$ cat src/rtl/fd_pipe_stage_if.sv
// Fetch-to-decode handshake bundle: fetch drives the in_* side, decode consumes the out_* side.
// The stage itself binds to the slave modport; the surrounding logic or the bench takes master.
interface fd_pipe_stage_if #(
   parameter int IR_WIDTH = 32,
   parameter int PC_WIDTH = 32
);
   logic                in_valid;
   logic                in_ready;
   logic [IR_WIDTH-1:0] in_IR;
   logic [PC_WIDTH-1:0] in_PC_next;
   logic                out_valid;
   logic                out_ready;
   logic [IR_WIDTH-1:0] out_IR;
   logic [PC_WIDTH-1:0] out_PC_next;

   modport master (
      output in_valid, in_IR, in_PC_next, out_ready,
      input  in_ready, out_valid, out_IR, out_PC_next
   );

   modport slave (
      input  in_valid, in_IR, in_PC_next, out_ready,
      output in_ready, out_valid, out_IR, out_PC_next
   );
endinterface

$ cat src/rtl/fd_pipe_stage.sv
// Fetch/decode stage register with a two-entry skid buffer; one-cycle latency, NOP when empty.
// Back-pressure: the skid entry absorbs one stalled cycle, so in_ready comes straight from state.
module fd_pipe_stage #(
   parameter int                  IR_WIDTH  = 32,
   parameter int                  PC_WIDTH  = 32,
   parameter logic [IR_WIDTH-1:0] NOP_INSTR = '0
) (
   input  logic                 clock,
   input  logic                 reset,
   input  logic                 flush,
   fd_pipe_stage_if.slave       bus,
   output logic [1:0]           occupancy
);

   typedef struct packed {
      logic [IR_WIDTH-1:0] ir;
      logic [PC_WIDTH-1:0] pc;
   } entry_t;

   typedef enum logic [1:0] {
      ST_EMPTY = 2'd0,
      ST_ONE   = 2'd1,
      ST_FULL  = 2'd2
   } state_t;

   state_t state;
   state_t state_nxt;
   entry_t main_q;
   entry_t skid_q;
   entry_t in_ent;

   logic in_rdy;
   logic out_vld;
   logic acc;
   logic deq;
   logic load_main_in;
   logic load_main_skid;
   logic load_skid;

   assign in_ent = '{ir: bus.in_IR, pc: bus.in_PC_next};
   assign acc    = bus.in_valid & in_rdy;
   assign deq    = out_vld & bus.out_ready;

   always_ff @(posedge clock) begin
      if (!reset) begin
         state <= ST_EMPTY;
      end else begin
         state <= state_nxt;
      end
   end

   always_comb begin
      state_nxt = state;
      if (flush) begin
         state_nxt = ST_EMPTY;
      end else begin
         unique case (state)
            ST_EMPTY: if (acc) state_nxt = ST_ONE;
            ST_ONE: begin
               if (acc && !deq)      state_nxt = ST_FULL;
               else if (!acc && deq) state_nxt = ST_EMPTY;
            end
            ST_FULL:  if (deq) state_nxt = ST_ONE;
            default:  state_nxt = ST_EMPTY;
         endcase
      end
   end

   always_comb begin
      in_rdy    = 1'b1;
      out_vld   = 1'b0;
      occupancy = 2'd0;
      unique case (state)
         ST_EMPTY: begin
            in_rdy    = 1'b1;
            out_vld   = 1'b0;
            occupancy = 2'd0;
         end
         ST_ONE: begin
            in_rdy    = 1'b1;
            out_vld   = 1'b1;
            occupancy = 2'd1;
         end
         ST_FULL: begin
            in_rdy    = 1'b0;
            out_vld   = 1'b1;
            occupancy = 2'd2;
         end
         default: begin
            in_rdy    = 1'b1;
            out_vld   = 1'b0;
            occupancy = 2'd0;
         end
      endcase
   end

   // Data loads are gated by both resets so an entry offered alongside them is dropped.
   assign load_main_in   = reset && !flush &&
                           (((state == ST_EMPTY) && acc) || ((state == ST_ONE) && acc && deq));
   assign load_skid      = reset && !flush && (state == ST_ONE) && acc && !deq;
   assign load_main_skid = reset && !flush && (state == ST_FULL) && deq;

   always_ff @(posedge clock) begin
      if (load_main_in) begin
         main_q <= in_ent;
      end else if (load_main_skid) begin
         main_q <= skid_q;
      end
      if (load_skid) begin
         skid_q <= in_ent;
      end
   end

   always_comb begin
      bus.in_ready    = in_rdy;
      bus.out_valid   = out_vld;
      bus.out_IR      = out_vld ? main_q.ir : NOP_INSTR;
      bus.out_PC_next = out_vld ? main_q.pc : '0;
   end

endmodule

$ cat src/flat_wrapper.sv
// flat-port wrapper written by rule: the top's interface ports become plain ports
module fd_pipe_stage_flat 
#(
   parameter int                  IR_WIDTH  = 32,
   parameter int                  PC_WIDTH  = 32,
   parameter logic [IR_WIDTH-1:0] NOP_INSTR = '0
)
  (clock, reset, flush, occupancy, bus_in_valid, bus_in_IR, bus_in_PC_next, bus_out_ready, bus_in_ready, bus_out_valid, bus_out_IR, bus_out_PC_next);
  fd_pipe_stage_if #(.IR_WIDTH(IR_WIDTH), .PC_WIDTH(PC_WIDTH)) bus_i ();
  input  logic clock;
  input  logic reset;
  input  logic flush;
  output logic [1:0] occupancy;
  input wire logic [$bits(bus_i.in_valid)-1:0] bus_in_valid;
  input wire logic [$bits(bus_i.in_IR)-1:0] bus_in_IR;
  input wire logic [$bits(bus_i.in_PC_next)-1:0] bus_in_PC_next;
  input wire logic [$bits(bus_i.out_ready)-1:0] bus_out_ready;
  output wire logic [$bits(bus_i.in_ready)-1:0] bus_in_ready;
  output wire logic [$bits(bus_i.out_valid)-1:0] bus_out_valid;
  output wire logic [$bits(bus_i.out_IR)-1:0] bus_out_IR;
  output wire logic [$bits(bus_i.out_PC_next)-1:0] bus_out_PC_next;
  assign bus_i.in_valid = bus_in_valid;
  assign bus_i.in_IR = bus_in_IR;
  assign bus_i.in_PC_next = bus_in_PC_next;
  assign bus_i.out_ready = bus_out_ready;
  assign bus_in_ready = bus_i.in_ready;
  assign bus_out_valid = bus_i.out_valid;
  assign bus_out_IR = bus_i.out_IR;
  assign bus_out_PC_next = bus_i.out_PC_next;
  fd_pipe_stage #(.IR_WIDTH(IR_WIDTH), .PC_WIDTH(PC_WIDTH), .NOP_INSTR(NOP_INSTR)) u_core (.clock(clock), .reset(reset), .flush(flush), .bus(bus_i), .occupancy(occupancy));
endmodule
$ cat config.mk
export PLATFORM = sky130hd
export DESIGN_NAME = fd_pipe_stage_flat
export DESIGN_NICKNAME = d
export VERILOG_FILES = /design/src/rtl/fd_pipe_stage_if.sv /design/src/rtl/fd_pipe_stage.sv /design/src/flat_wrapper.sv
export SDC_FILE = /design/constraint.sdc
export NUM_CORES = 1
export LEC_CHECK = 0
export CAP_MARGIN = 20
export CORE_MARGIN = 5
export CORE_UTILIZATION = 45
export CTS_CLUSTER_DIAMETER = 30
export DETAILED_ROUTE_END_ITERATION = 12
export PLACE_DENSITY_LB_ADDON = 0.05
export SYNTH_ARGS = -nofsm -noshare
export SYNTH_HDL_FRONTEND = slang
export SYNTH_SLANG_ARGS = --single-unit
$ cat constraint.sdc
create_clock -name clock -period 4.7 [get_ports clock]
set_input_delay 0.47 -clock clock [delete_from_list [all_inputs] [get_ports clock]]
set_output_delay 0.47 -clock clock [all_outputs]
set_load 0.01 [all_outputs]
======== Word-level counts from Yosys, hierarchy flattened ========
Cells that the tools add are included.
word-level totals
  word-level logic and storage cells ...... 46
  input port bits ......................... 69
  bits in registers ....................... 130
  output and inout port bits .............. 68
operators by class
  mux-type cells .......................... 12
  reduce and logical (&&, ||, !) cells .... 21
  bitwise logic cells ..................... 3
  equality and inequality tests ........... 5
operator list
  operator                                                                number
  64-bit 2-to-1 mux                                                       2
  32-bit 2-to-1 mux                                                       2
  1-bit logical AND                                                       12
  2-bit 2-to-1 mux                                                        4
  2-bit case mux with 3 select lines                                      1
  2-bit by 1-bit != test with 1-bit output (second input constant)        2
  2-bit case mux with 2 select lines                                      1
  2-bit OR reduction                                                      2
  1-bit logical NOT                                                       3
  3-bit by 1-bit != test with 1-bit output (second input constant)        1
  3-bit AND reduction                                                     1
  1-bit bitwise AND                                                       2
  2-bit by 1-bit equality test with 1-bit output (second input constant)  1
  2-bit equality test (second input constant)                             1
  2-bit logical NOT                                                       1
  1-bit 2-to-1 mux                                                        2
  2-bit nonzero test                                                      1
  1-bit logical OR                                                        1
  1-bit NOT                                                               1

======== Depth between registers and ports, before layout ========
Gate-level depths: netlist of the first run.
  depth in word-level cells ............... 8
  gate-level depth with buffers ........... 7
  depth with buffers taken out ............ 6

======== Worst setup path before layout of the first run ========
Ideal clock, no wire load.
  path type ............................... reg-to-reg
  start point ............................. register u_core.state[1]
  end point ............................... register u_core.main_q[0] (netlist name) (enable)
  cell stages (with the launch flop) ...... 6
  data required time ...................... 4193 ps
  setup slack ............................. -117 ps
  data arrival time ....................... 4310 ps
  period minus slack after synthesis ...... 4817 ps
  setup time .............................. 507 ps
  path buffers ............................ 1
  path through ............................ dfxtp_1 -> inv_1 -> ha_1 -> clkbuf_1 -> nand3_1 -> a21oi_1
between the ends
  word-level cells in the longest chain between the ends .. 8
  elaborated cells between the ends (all ways) .. 16
  classes of those cells .................. eq/ne: 2; mux: 2; bitwise: 2; reduce/logical: 10
RTL lines
  element                                                                                RTL line              source
  from (decl)                                                                            fd_pipe_stage.sv:26   state_t state;
  from (signal assigned)                                                                 fd_pipe_stage.sv:48   state <= state_nxt;
  2-bit equality test or 2-bit by 1-bit equality test with 1-bit output (tied branches)  fd_pipe_stage.sv:73   unique case (state)
  2-bit OR reduction (no line) *                                                         --
  1-bit 2-to-1 mux *                                                                     fd_pipe_stage.sv:73
  net bus_out_valid                                                                      flat_wrapper.sv:19    output wire logic [$bits(bus_i.out_valid)-1:0] bus_out_valid;
  1-bit bitwise AND *                                                                    fd_pipe_stage.sv:42   assign deq = out_vld & bus.out_ready;
  1-bit logical AND                                                                      fd_pipe_stage.sv:99   (((state == ST_EMPTY) && acc) || ((state == ST_ONE) && acc && deq));
  1-bit logical OR                                                                       fd_pipe_stage.sv:99
  1-bit logical AND                                                                      fd_pipe_stage.sv:98   assign load_main_in = reset && !flush &&
  2-bit nonzero test (no line) *                                                         --
  to (signal assigned)                                                                   fd_pipe_stage.sv:105  main_q <= in_ent;
  to (signal assigned)                                                                   fd_pipe_stage.sv:107  main_q <= skid_q;
  to (decl)                                                                              fd_pipe_stage.sv:28   entry_t main_q;
Mark *: on every way through the listed nets, which the timed path passes. The rest lies on a longest branch.
A chain may end at the register's enable or synchronous reset.

======== Worst setup path after layout of the first run ========
  start point ............................. register u_core.state[1]
  end point ............................... output port bus_out_PC_next[2]
between the ends
  word-level cells in the longest chain between the ends .. 4
  elaborated cells between the ends (all ways) .. 5
  classes of those cells .................. eq/ne: 2; mux: 2; reduce/logical: 1
RTL lines
  element                                                                                RTL line              source
  2-bit equality test or 2-bit by 1-bit equality test with 1-bit output (tied branches)  fd_pipe_stage.sv:73
  2-bit OR reduction (no line) *                                                         --
  1-bit 2-to-1 mux *                                                                     fd_pipe_stage.sv:73
  32-bit 2-to-1 mux *                                                                    fd_pipe_stage.sv:118  bus.out_PC_next = out_vld ? main_q.pc : '0;
  to (decl)                                                                              flat_wrapper.sv:21    output wire logic [$bits(bus_i.out_PC_next)-1:0] bus_out_PC_next;
Mark *: on every way between the ends. The rest lies on a longest branch, timed or not.

==> results of run 1 <==
## final cells by class
| cell class | count | share of cell area |
|---|---|---|
| multi-input combinational | 156 | 0.2099 |
| sequential | 130 | 0.5110 |
| clock inverter | 12 | 0.006585 |
| timing repair buffer | 140 | 0.1864 |
| tap | 168 | 0.02766 |
| inverter | 3 | 0.001482 |
| clock buffer | 19 | 0.05696 |
## final timing paths
| check | end | slack [ns] | cells after the start |
|---|---|---|---|
| setup reg to reg | u_core.main_q[14]$_DFFE_PP_ | 1.76 | 6 |
| setup / recovery | bus_out_PC_next[2] | 1.70 | 5 |
| hold reg to reg | u_core.main_q[28]$_DFFE_PP_ | 0.54 | 1 |
| hold / removal | u_core.main_q[28]$_DFFE_PP_ | 0.54 | 1 |
## power breakdown
part / switching (mW) / internal, mW / leakage (nW) / total [mW]
Combinational: 0.105 / 0.151 / 1.27 / 0.256
Clock: 0.428 / 0.649 / 0.240 / 1.08
Sequential: 0.00460 / 1.30 / 1.18 / 1.30
Total: 0.538 / 2.10 / 2.69 / 2.64
## worst reg2reg max path: cells and delay by family, from the launching register on
family	cells	cell delay, ns
AND/OR/NAND/NOR	1	0.22
AO/OA/AOI/OAI	1	0.73
buffers and inverters	3	0.92
flip-flops	1	0.39
adder cells (fa/ha/maj)	1	0.33
## through the flow
stage / cells / power (mW)
3_5_place_dp: 597 / 1.585
5_1_grt: 628 / 2.749
4_1_cts: 628 / 2.671
3_3_place_gp: 597 / 1.582
6_report: 628 / 2.635
2_1_floorplan: 303 / 1.444
## cell families (layout without fill, tap and decap cells)
kind of cell	count (synthesis)	in the layout	share of synthesized area
adder cells (fa/ha/maj)	5	5	0.01118
flip-flops	130	130	0.6941
AO/OA/AOI/OAI	7	7	0.01073
multiplexers	64	64	0.1691
buffers and inverters	17	174	0.02460
AND/OR/NAND/NOR	80	80	0.09034
## cell usage after synthesis, drive strengths merged
cell type,instances,area [sq um]
dfxtp,2,40.04
a21oi,1,5.000
o21bai,1,7.510
a311o,1,10.01
and2b,2,16.27
nor2,5,35.03
o21ai,2,21.27
nand3,3,15.01
and4b,1,10.01
nor3,1,5.000
clkbuf,7,26.28
nand2b,2,12.51
buf,7,100.1
a21o,1,7.510
nand2,1,3.750
and2,64,400.4
o41ai,1,8.760
mux2,64,945.9
inv,3,11.26
and3,1,7.510
ha,5,62.56
edfxtp,128,3844
## sequential cells by signal (all words and copies together), names as in the netlist
register       count
u_core.main_q     64
u_core.skid_q     64
u_core.state       2
## per-layer routing
metal  share of wire  wire (microns)  vias up
li1                -               -     1423
met2            0.49            5168      106
met4           0.011             121        0
met5               0               0        -
met1            0.43            4532     1427
met3           0.074             780       10
==> run summary, run 1 <==
CP Buf/Inv Count -> 3
CP required -> 4.23 ns
met1 usage -> 0.1837
width of the chip -> 121.5 microns
Starting Density -> 0.4620
WHS -> 0.5440 ns
final core occ -> 0.6275
post-route cell area -> 7600 sq um
Setup Fix Bufs, Post-CTS -> 0
clock sink count -> 130
Leak -> 2.689 nW
Achievable Freq -> 0.3334 GHz
commonest non-fill, non-tap cells in the layout -> clkdlybuf4s50_1, edfxtp_1, and2_1
DPL Wire Length -> 6847 microns
Power Density -> 346.7 nW/um^2
met2 usage -> 0.2470
vias in the first global route -> 3232
vias -> 2966
Worst-Skew Late Latency -> 0.40 ns
Max IR drop VDD -> 0.2165 mV
drt wl/cell -> 16.88 microns
Crit-path slowest cell -> clkdlybuf4s50_1
Max-Cap Viols -> 0
NumNets Final -> 522
Pre-antenna DRT Iters -> 4
Tot GR Track Use -> 0.1519
die area -> 14760 sq um
CP Class -> reg2out
Post-Synthesis Cells -> 303
Final GP Congestion -> 0.7403
area of the multi-input gates -> 1595 sq um
PostCTS Resize Cnt -> 0
num rows -> 40
syn avg cell area -> 18.47 sq um
num ports -> 137
worst slew pin tran -> 0.8604 ns
GR Layer Usage met3 -> 0.05781
hold_sp -> u_core.skid_q[28]$_DFFE_PP_
max incr delay on CP -> 0.55 ns
number of synthesis warnings -> 0
core area -> 12110 sq um
hold-fix buffer count after cts -> 0
critical path peak fanout -> 69
critical path's top delay family -> buffers and inverters
clock skew -> 0.006368 ns
Hold Path Class -> reg2reg
CP startpoint -> u_core.state[1]$_SDFFE_PP0P_
register area -> 3884 sq um
WL final -> 10600 microns
Yosys reg bits -> 130
vias per cell -> 4.723
Clk pin slew, worst setup/hold paths -> 0.05 ns
crit path capture type -> primary output
IO buf count -> 136
outcome -> completed
Placed Area -> 7117 sq um
final hold violation count -> 0
synth unique cells -> 28
Ant. Diodes -> 0
syn_nets -> 377
startpoint types -> flop
Setup-failing EPs final -> 0
clk buf depth -> 2
initial antenna violation count -> 0
Root Driver -> clkbuf_16
RSZ-0062 raised after global routing -> no
largest net degree at the start of global routing -> 70
initial detailed-routing violation count -> 164
post-place setup slack -> 1.707 ns
ANT nets after route -> 0
Worst R2R Start -> u_core.state[1]$_SDFFE_PP0P_
H-Tree Depth -> 4
fin crit period -> 2.999 ns
drt drc -> 0
setup total negative slack -> 0 ns
# fillers -> 934
CTS tree -> done
Rel. slew slack -> 0.4264
post-synthesis sequential area ratio -> 0.6941
most common cell after layout, fill and taps aside -> clkdlybuf4s50_1
Final Max Tran Viols -> 0
synthesis-to-layout area growth -> 35.82%
first-pass GRT wire length -> 16870 microns
most used routing layer -> met2
final worst slack -> 1.701 ns
Mapped Area -> 5595 sq um
CTS Buf Count -> 17
grt total ovfl -> 0
Crit path arrival time -> 2.53 ns
period utilization -> 0.6381
share of layout cells above drive strength 1 -> 0.2087
crit-path cells -> inv_1 > ha_2 > buf_4 > and2_1 > clkdlybuf4s50_1
die height -> 121.5 microns
Power figures use the tool's default switching activity.
==> inputs of run 2 (changes only) <==
==> constraint.sdc (replaced) <==
create_clock -name clock -period 2.6 [get_ports clock]
set_input_delay 0.26 -clock clock [delete_from_list [all_inputs] [get_ports clock]]
set_output_delay 0.26 -clock clock [all_outputs]
set_load 0.01 [all_outputs]
==> run 2 against run 1 <==
Net effect:
- combinational power up 93%
- utilization grew 2.3 points
- total power is 100% higher
- global-route usage is 0.092 points higher
- setup slack got worse by 1.5 ns
- sequential power is 81% higher
- cell count up 1.8%
- clock skew grew 0.00090 ns
- largest power group is now clock
==> run summary, run 2 (synthesis results as in run 1) <==
clk buf depth -> 2 (unchanged)
CP Class -> reg2out
critical path peak fanout -> 24 (-65%)
crit-path cells -> inv_1 > ha_4 > buf_12 > and2_1 > clkdlybuf4s50_1
largest net degree at the start of global routing -> 48 (-31%)
initial antenna violation count -> 0 (unchanged)
grt total ovfl -> 0 (unchanged)
critical path's top delay family -> buffers and inverters
Final Max Tran Viols -> 0 (unchanged)
Starting Density -> 0.4620 (unchanged)
NumNets Final -> 532 (+1.9%)
Leak -> 2.812 nW (+4.6%)
crit path capture type -> primary output
vias in the first global route -> 3130 (-3.2%)
share of layout cells above drive strength 1 -> 0.2442 (+0.03547)
initial detailed-routing violation count -> 148 (-9.8%)
vias per cell -> 4.646 (-1.6%)
top flop regs -> u_core.main_q: 64 flops, u_core.skid_q: 64 flops, u_core.state: 2 flops
Power Density -> 674.2 nW/um^2 (+94%)
CP required -> 2.34 ns (-1.89 ns)
IO buf count -> 136 (unchanged)
Crit path arrival time -> 2.16 ns (-0.37 ns)
Worst-Skew Late Latency -> 0.42 ns (+0.02 ns)
core area -> 12110 sq um (unchanged)
ANT nets after route -> 0 (unchanged)
fin crit period -> 2.417 ns
Crit-path slowest cell -> clkdlybuf4s50_1
num ports -> 137 (unchanged)
DPL Wire Length -> 7136 microns (+4.2%)
drt drc -> 0 (unchanged)
WL final -> 11090 microns (+4.6%)
Max IR drop VDD -> 0.4423 mV (+100%)
Setup-failing EPs final -> 0 (unchanged)
width of the chip -> 121.5 microns (unchanged)
clock skew -> 0.007265 ns (+0.0008968 ns)
H-Tree Depth -> 4 (unchanged)
vias -> 2969 (+0.10%)
CTS Buf Count -> 17 (unchanged)
Pre-antenna DRT Iters -> 4 (unchanged)
Ant. Diodes -> 0 (unchanged)
num rows -> 40 (unchanged)
Achievable Freq -> 0.4137 GHz
most common cell after layout, fill and taps aside -> clkdlybuf4s50_1
post-place setup slack -> 0.3061 ns (-1.401 ns)
clock sink count -> 130 (unchanged)
worst slew pin tran -> 0.2798 ns (-0.5805 ns)
RSZ-0062 raised after global routing -> no
synthesis-to-layout area growth -> 40.72%
setup total negative slack -> 0 ns (unchanged)
Rel. slew slack -> 0.8110 (+0.3846)
CTS tree -> done
PostCTS Resize Cnt -> 0 (unchanged)
final hold violation count -> 0 (unchanged)
Clk pin slew, worst setup/hold paths -> 0.06 ns (about the same)
die area -> 14760 sq um (unchanged)
Tot GR Track Use -> 0.1528 (+0.0009161)
commonest non-fill, non-tap cells in the layout -> clkdlybuf4s50_1, edfxtp_1, and2_1
Hold Path Class -> in2reg
first-pass GRT wire length -> 16790 microns (-0.45%)
die height -> 121.5 microns (unchanged)
Root Driver -> clkbuf_16
period utilization -> 0.9298
startpoint types -> flop
Max-Cap Viols -> 0 (unchanged)
drt wl/cell -> 17.35 microns (+2.8%)
outcome -> completed
final worst slack -> 0.1826 ns (-1.518 ns)
total power -> 5.308 mW (+100%)
CP Buf/Inv Count -> 3 (unchanged)
max incr delay on CP -> 0.56 ns (about the same)
Final GP Congestion -> 0.6972 (-5.8%)
==> run 2: cell count changes in the layout (fill, tap and decap cells not counted), sizes merged <==
cell	previous run	this run
buf	4	13
bufinv	0	4
clkinv	12	8
clkinvlp	0	3
clkbuf	19	18
==> run 2: final cells by class <==
class,count,area (sq um)
clock buffer,17,425.4
clock inverter,15,191.4
fill,880,4238
inverter,3,11.26
multi-input combinational,156,1605
sequential,130,3884
tap,168,210.2
timing repair buffer,150,1546
==> run 2: power by group <==
group	leakage [nW]	switching, mW	internal, mW	total [mW]
sequential	1.18	0.00825	2.34	2.35
combinational	1.34	0.197	0.296	0.494
clock	0.294	0.870	1.59	2.46
total	2.81	1.08	4.23	5.31
==> run 2: worst paths after layout <==
check,start,endpoint,slack (ns),cells past startpoint
worst max-delay path,u_core.state[1]$_SDFFE_PP0P_,bus_out_IR[14],0.18,5
worst min-delay path,bus_in_IR[15],u_core.skid_q[47]$_DFFE_PP_,0.43,1
worst max register to register,u_core.state[1]$_SDFFE_PP0P_,u_core.main_q[63]$_DFFE_PP_,0.23,8
worst min register to register,u_core.skid_q[60]$_DFFE_PP_,u_core.main_q[60]$_DFFE_PP_,0.55,1
==> run 2: metal layers <==
| layer | up-vias | part of all wire | global-route usage |
|---|---|---|---|
| met5 | - | 0 | 0 |
| met4 | 0 | 0.016 | 0.07143 |
| met3 | 18 | 0.068 | 0.05548 |
| met2 | 96 | 0.49 | 0.2411 |
| met1 | 1424 | 0.43 | 0.1876 |
| li1 | 1431 | - | - |
==> run 2: per-stage QoR <==
step,instance area (sq um),cells,util,hold slack (ns)
finish,7874,639,0.6501,0.4271
global route,7874,639,0.6501,0.4173
CTS,7834,636,0.6468,0.4019
detailed placement,7209,603,0.5952,0.5336
global placement,7209,603,0.5952,0.5312
floorplan,5637,303,-,0.3589
==> run 2: what timing repair did <==
| item | 4_1_cts | 5_1_grt |
|---|---|---|
| gates cloned | 0 | 1 |
| hold buffers | 0 | 0 |
| endpoints found under the setup margin | 5 | 27 |
| pin swaps | 1 | 1 |
| setup buffers | 1 | 2 |
| endpoints found under the hold margin | 0 | 0 |
==> run 2: worst register-to-register path, stage by stage, from the launching register on <==
cell	delay, ns
dfxtp_1	0.37
inv_1	0.11
ha_4	0.35
buf_4	0.19
and3_2	0.22
o21ai_4	0.09
nor2_8	0.13
buf_12	0.28
mux2_2	0.38
==> inputs of run 3 (changes only) <==
--- a/config.mk
+++ b/config.mk
@@ -6,9 +6,10 @@
 export NUM_CORES = 1
 export LEC_CHECK = 0
 export CAP_MARGIN = 20
-export CORE_MARGIN = 5
+export CORE_MARGIN = 2
 export CORE_UTILIZATION = 45
 export CTS_CLUSTER_DIAMETER = 30
+export CTS_CLUSTER_SIZE = 8
 export DETAILED_ROUTE_END_ITERATION = 12
 export PLACE_DENSITY_LB_ADDON = 0.05
 export SYNTH_ARGS = -nofsm -noshare
==> run 3 against run 2 <==
Net effect:
- first-iteration DRC count rose by 24%
- non-clock buffer count fell by 2
- maximum frequency about the same
- clock skew decreased by 0.0020 ns
- largest power group unchanged
- flip-flop and latch count unchanged
- sequential share of layout area fell by 0.42 points
- wire length down 3.8%
==> run summary, run 3 (synthesis results as in run 1) <==
Rel. slew slack -> 0.7544 (-0.05657)
die height -> 115.5 microns (-4.9%)
Placed Area -> 7182 sq um (-0.38%)
clock skew -> 0.005292 ns (-0.001973 ns)
CTS Buf Count -> 17 (unchanged)
Root Driver -> clkbuf_16
Crit-path slowest cell -> clkdlybuf4s50_1
Non-Filler Instances -> 637 (-0.31%)
core area -> 12060 sq um (-0.41%)
top flop regs -> u_core.main_q: 64 flops, u_core.skid_q: 64 flops, u_core.state: 2 flops
max incr delay on CP -> 0.54 ns (-0.02 ns)
width of the chip -> 115.5 microns (-4.9%)
Inst Count DP -> 601 (-0.33%)
hold_sp -> bus_in_IR[26]
Pre-antenna DRT Iters -> 4 (unchanged)
CP required -> 2.34 ns (about the same)
die area -> 13340 sq um (-9.6%)
CP Class -> reg2out
initial antenna violation count -> 0 (unchanged)
NumNets Final -> 530 (-0.38%)
crit path to -> bus_out_IR[15]
R2R depth -> 7 (-1)
clock sink count -> 130 (unchanged)
setup total negative slack -> 0 ns (unchanged)
IO buf count -> 136 (unchanged)
R2R setup slack -> 0.34 ns (+0.11 ns)
CP Buf/Inv Count -> 3 (unchanged)
Worst R2R Start -> u_core.state[0]$_SDFFE_PP0P_
most common cell after layout, fill and taps aside -> clkdlybuf4s50_1
WL final -> 10660 microns (-3.8%)
final worst slack -> 0.1830 ns (+0.0004900 ns)
synthesis-to-layout area growth -> 41.93%
Tot GR Track Use -> 0.1621 (+0.009270)
Clk pin slew, worst setup/hold paths -> 0.06 ns (about the same)
H-Tree Depth -> 4 (unchanged)
crit-path cells -> inv_1 > ha_4 > buf_12 > and2_1 > clkdlybuf4s50_1
Worst-Skew Late Latency -> 0.42 ns (about the same)
r2r endpoint -> u_core.main_q[2]$_DFFE_PP_
RSZ-0062 raised after global routing -> no
DPL Wire Length -> 6648 microns (-6.8%)
Achievable Freq -> 0.4137 GHz (about the same)
worst slew pin tran -> 0.3683 ns (+0.08852 ns)
startpoint types -> flop
CP startpoint -> u_core.state[1]$_SDFFE_PP0P_
crit path capture type -> primary output
critical path's top delay family -> buffers and inverters
ANT nets after route -> 0 (unchanged)
Max-Cap Viols -> 0 (unchanged)
num rows -> 40 (unchanged)
final core occ -> 0.6584 (+0.008299)
commonest non-fill, non-tap cells in the layout -> clkdlybuf4s50_1, edfxtp_1, and2_1
critical path peak fanout -> 24 (unchanged)
Final Max Tran Viols -> 0 (unchanged)
Max IR drop VDD -> 0.6376 mV (+44%)
Hold Path Class -> in2reg
Power Density -> 717.1 nW/um^2 (+6.4%)
num ports -> 137 (unchanged)
clk buf depth -> 2 (unchanged)
first-pass GRT wire length -> 15750 microns (-6.2%)
Crit path arrival time -> 2.16 ns (about the same)
share of layout cells above drive strength 1 -> 0.2452 (+0.001041)
grt total ovfl -> 0 (unchanged)
fin crit period -> 2.417 ns (-0.0004900 ns)
outcome -> completed
post-route cell area -> 7941 sq um (+0.86%)
drt drc -> 0 (unchanged)
largest net degree at the start of global routing -> 49 (+2.1%)
# fillers -> 867 (-1.5%)
final hold violation count -> 0 (unchanged)
Final GP Congestion -> 0.6989 (+0.24%)
CTS tree -> done
initial detailed-routing violation count -> 184 (+24%)
drt wl/cell -> 16.73 microns (-3.5%)
Setup-failing EPs final -> 0 (unchanged)
vias per cell -> 4.802 (+3.4%)
Leak -> 2.842 nW (+1.1%)
post-place setup slack -> 0.2801 ns (-0.02605 ns)
vias in the first global route -> 3098 (-1.0%)
Levels on crit path -> 5 (unchanged)
period utilization -> 0.9296 (about the same)
vias -> 3059 (+3.0%)
Starting Density -> 0.4639 (+0.001917)
Ant. Diodes -> 0 (unchanged)
==> run 3: cell count changes in the layout (fill, tap and decap cells not counted) <==
cell | before | now
clkinv_1 | 2 | 0
buf_4 | 8 | 6
buf_12 | 5 | 4
bufinv_16 | 4 | 8
clkinv_4 | 3 | 1
clkbuf_4 | 0 | 1
==> run 3: area by class of cell <==
cell class	count	area, sq um	area share
clock buffers	17	425.4	0.05357
multi-input cells	156	1605	0.2021
clock inverters	15	286.5	0.03608
repair buffers	148	1519	0.1913
inverters	3	11.26	0.001418
well taps	168	210.2	0.02647
flip-flops and latches	130	3884	0.4890
==> run 3: worst reg2reg max path, stage by stage, from the launching register on <==
cell and delay [ns]:
dfxtp_1 0.36, inv_1 0.12, ha_1 0.30, and2b_2 0.28, o21ai_4 0.10, nor2_8 0.10, buf_12 0.31, mux2_2 0.42
==> run 3: worst min-delay path by stage <==
stage                                        to  slack (ns)  cells past startpoint
floorplan            u_core.skid_q[0]$_DFFE_PP_        0.36                      0
global placement    u_core.main_q[28]$_DFFE_PP_        0.53                      1
detailed placement   u_core.main_q[6]$_DFFE_PP_        0.53                      1
CTS                 u_core.skid_q[58]$_DFFE_PP_        0.42                      1
global route        u_core.skid_q[58]$_DFFE_PP_        0.41                      1
finish              u_core.skid_q[58]$_DFFE_PP_        0.43                      1
==> run 3: where the power goes <==
| part | switching, mW | leakage [nW] | internal (mW) | total, mW |
|---|---|---|---|---|
| combinational | 0.195 | 1.33 | 0.293 | 0.488 |
| clock | 0.868 | 0.339 | 1.98 | 2.85 |
| sequential | 0.00867 | 1.18 | 2.34 | 2.35 |
==> run 3: through the flow <==
step | power, mW | hold slack [ns]
floorplan | 2.616 | 0.3589
global placement | 2.866 | 0.5294
detailed placement | 2.874 | 0.5350
CTS | 5.731 | 0.4154
global route | 5.851 | 0.4086
finish | 5.695 | 0.4301
==> run 3: timing repair <==
item,CTS,global route
cloned,0,1
endpoints found under the setup margin,7,31
resized for setup,0,1
setup buffers,1,2
pin swaps,1,1
hold buffers,0,0
==> run 3: metal layers <==
| layer | GRT usage | vias up | share of wire |
|---|---|---|---|
| met3 | 0.07165 | 17 | 0.074 |
| li1 | - | 1432 | - |
| met5 | 0 | - | 0 |
| met1 | 0.1894 | 1503 | 0.40 |
| met4 | 0.06024 | 0 | 0.012 |
| met2 | 0.2655 | 107 | 0.51 |
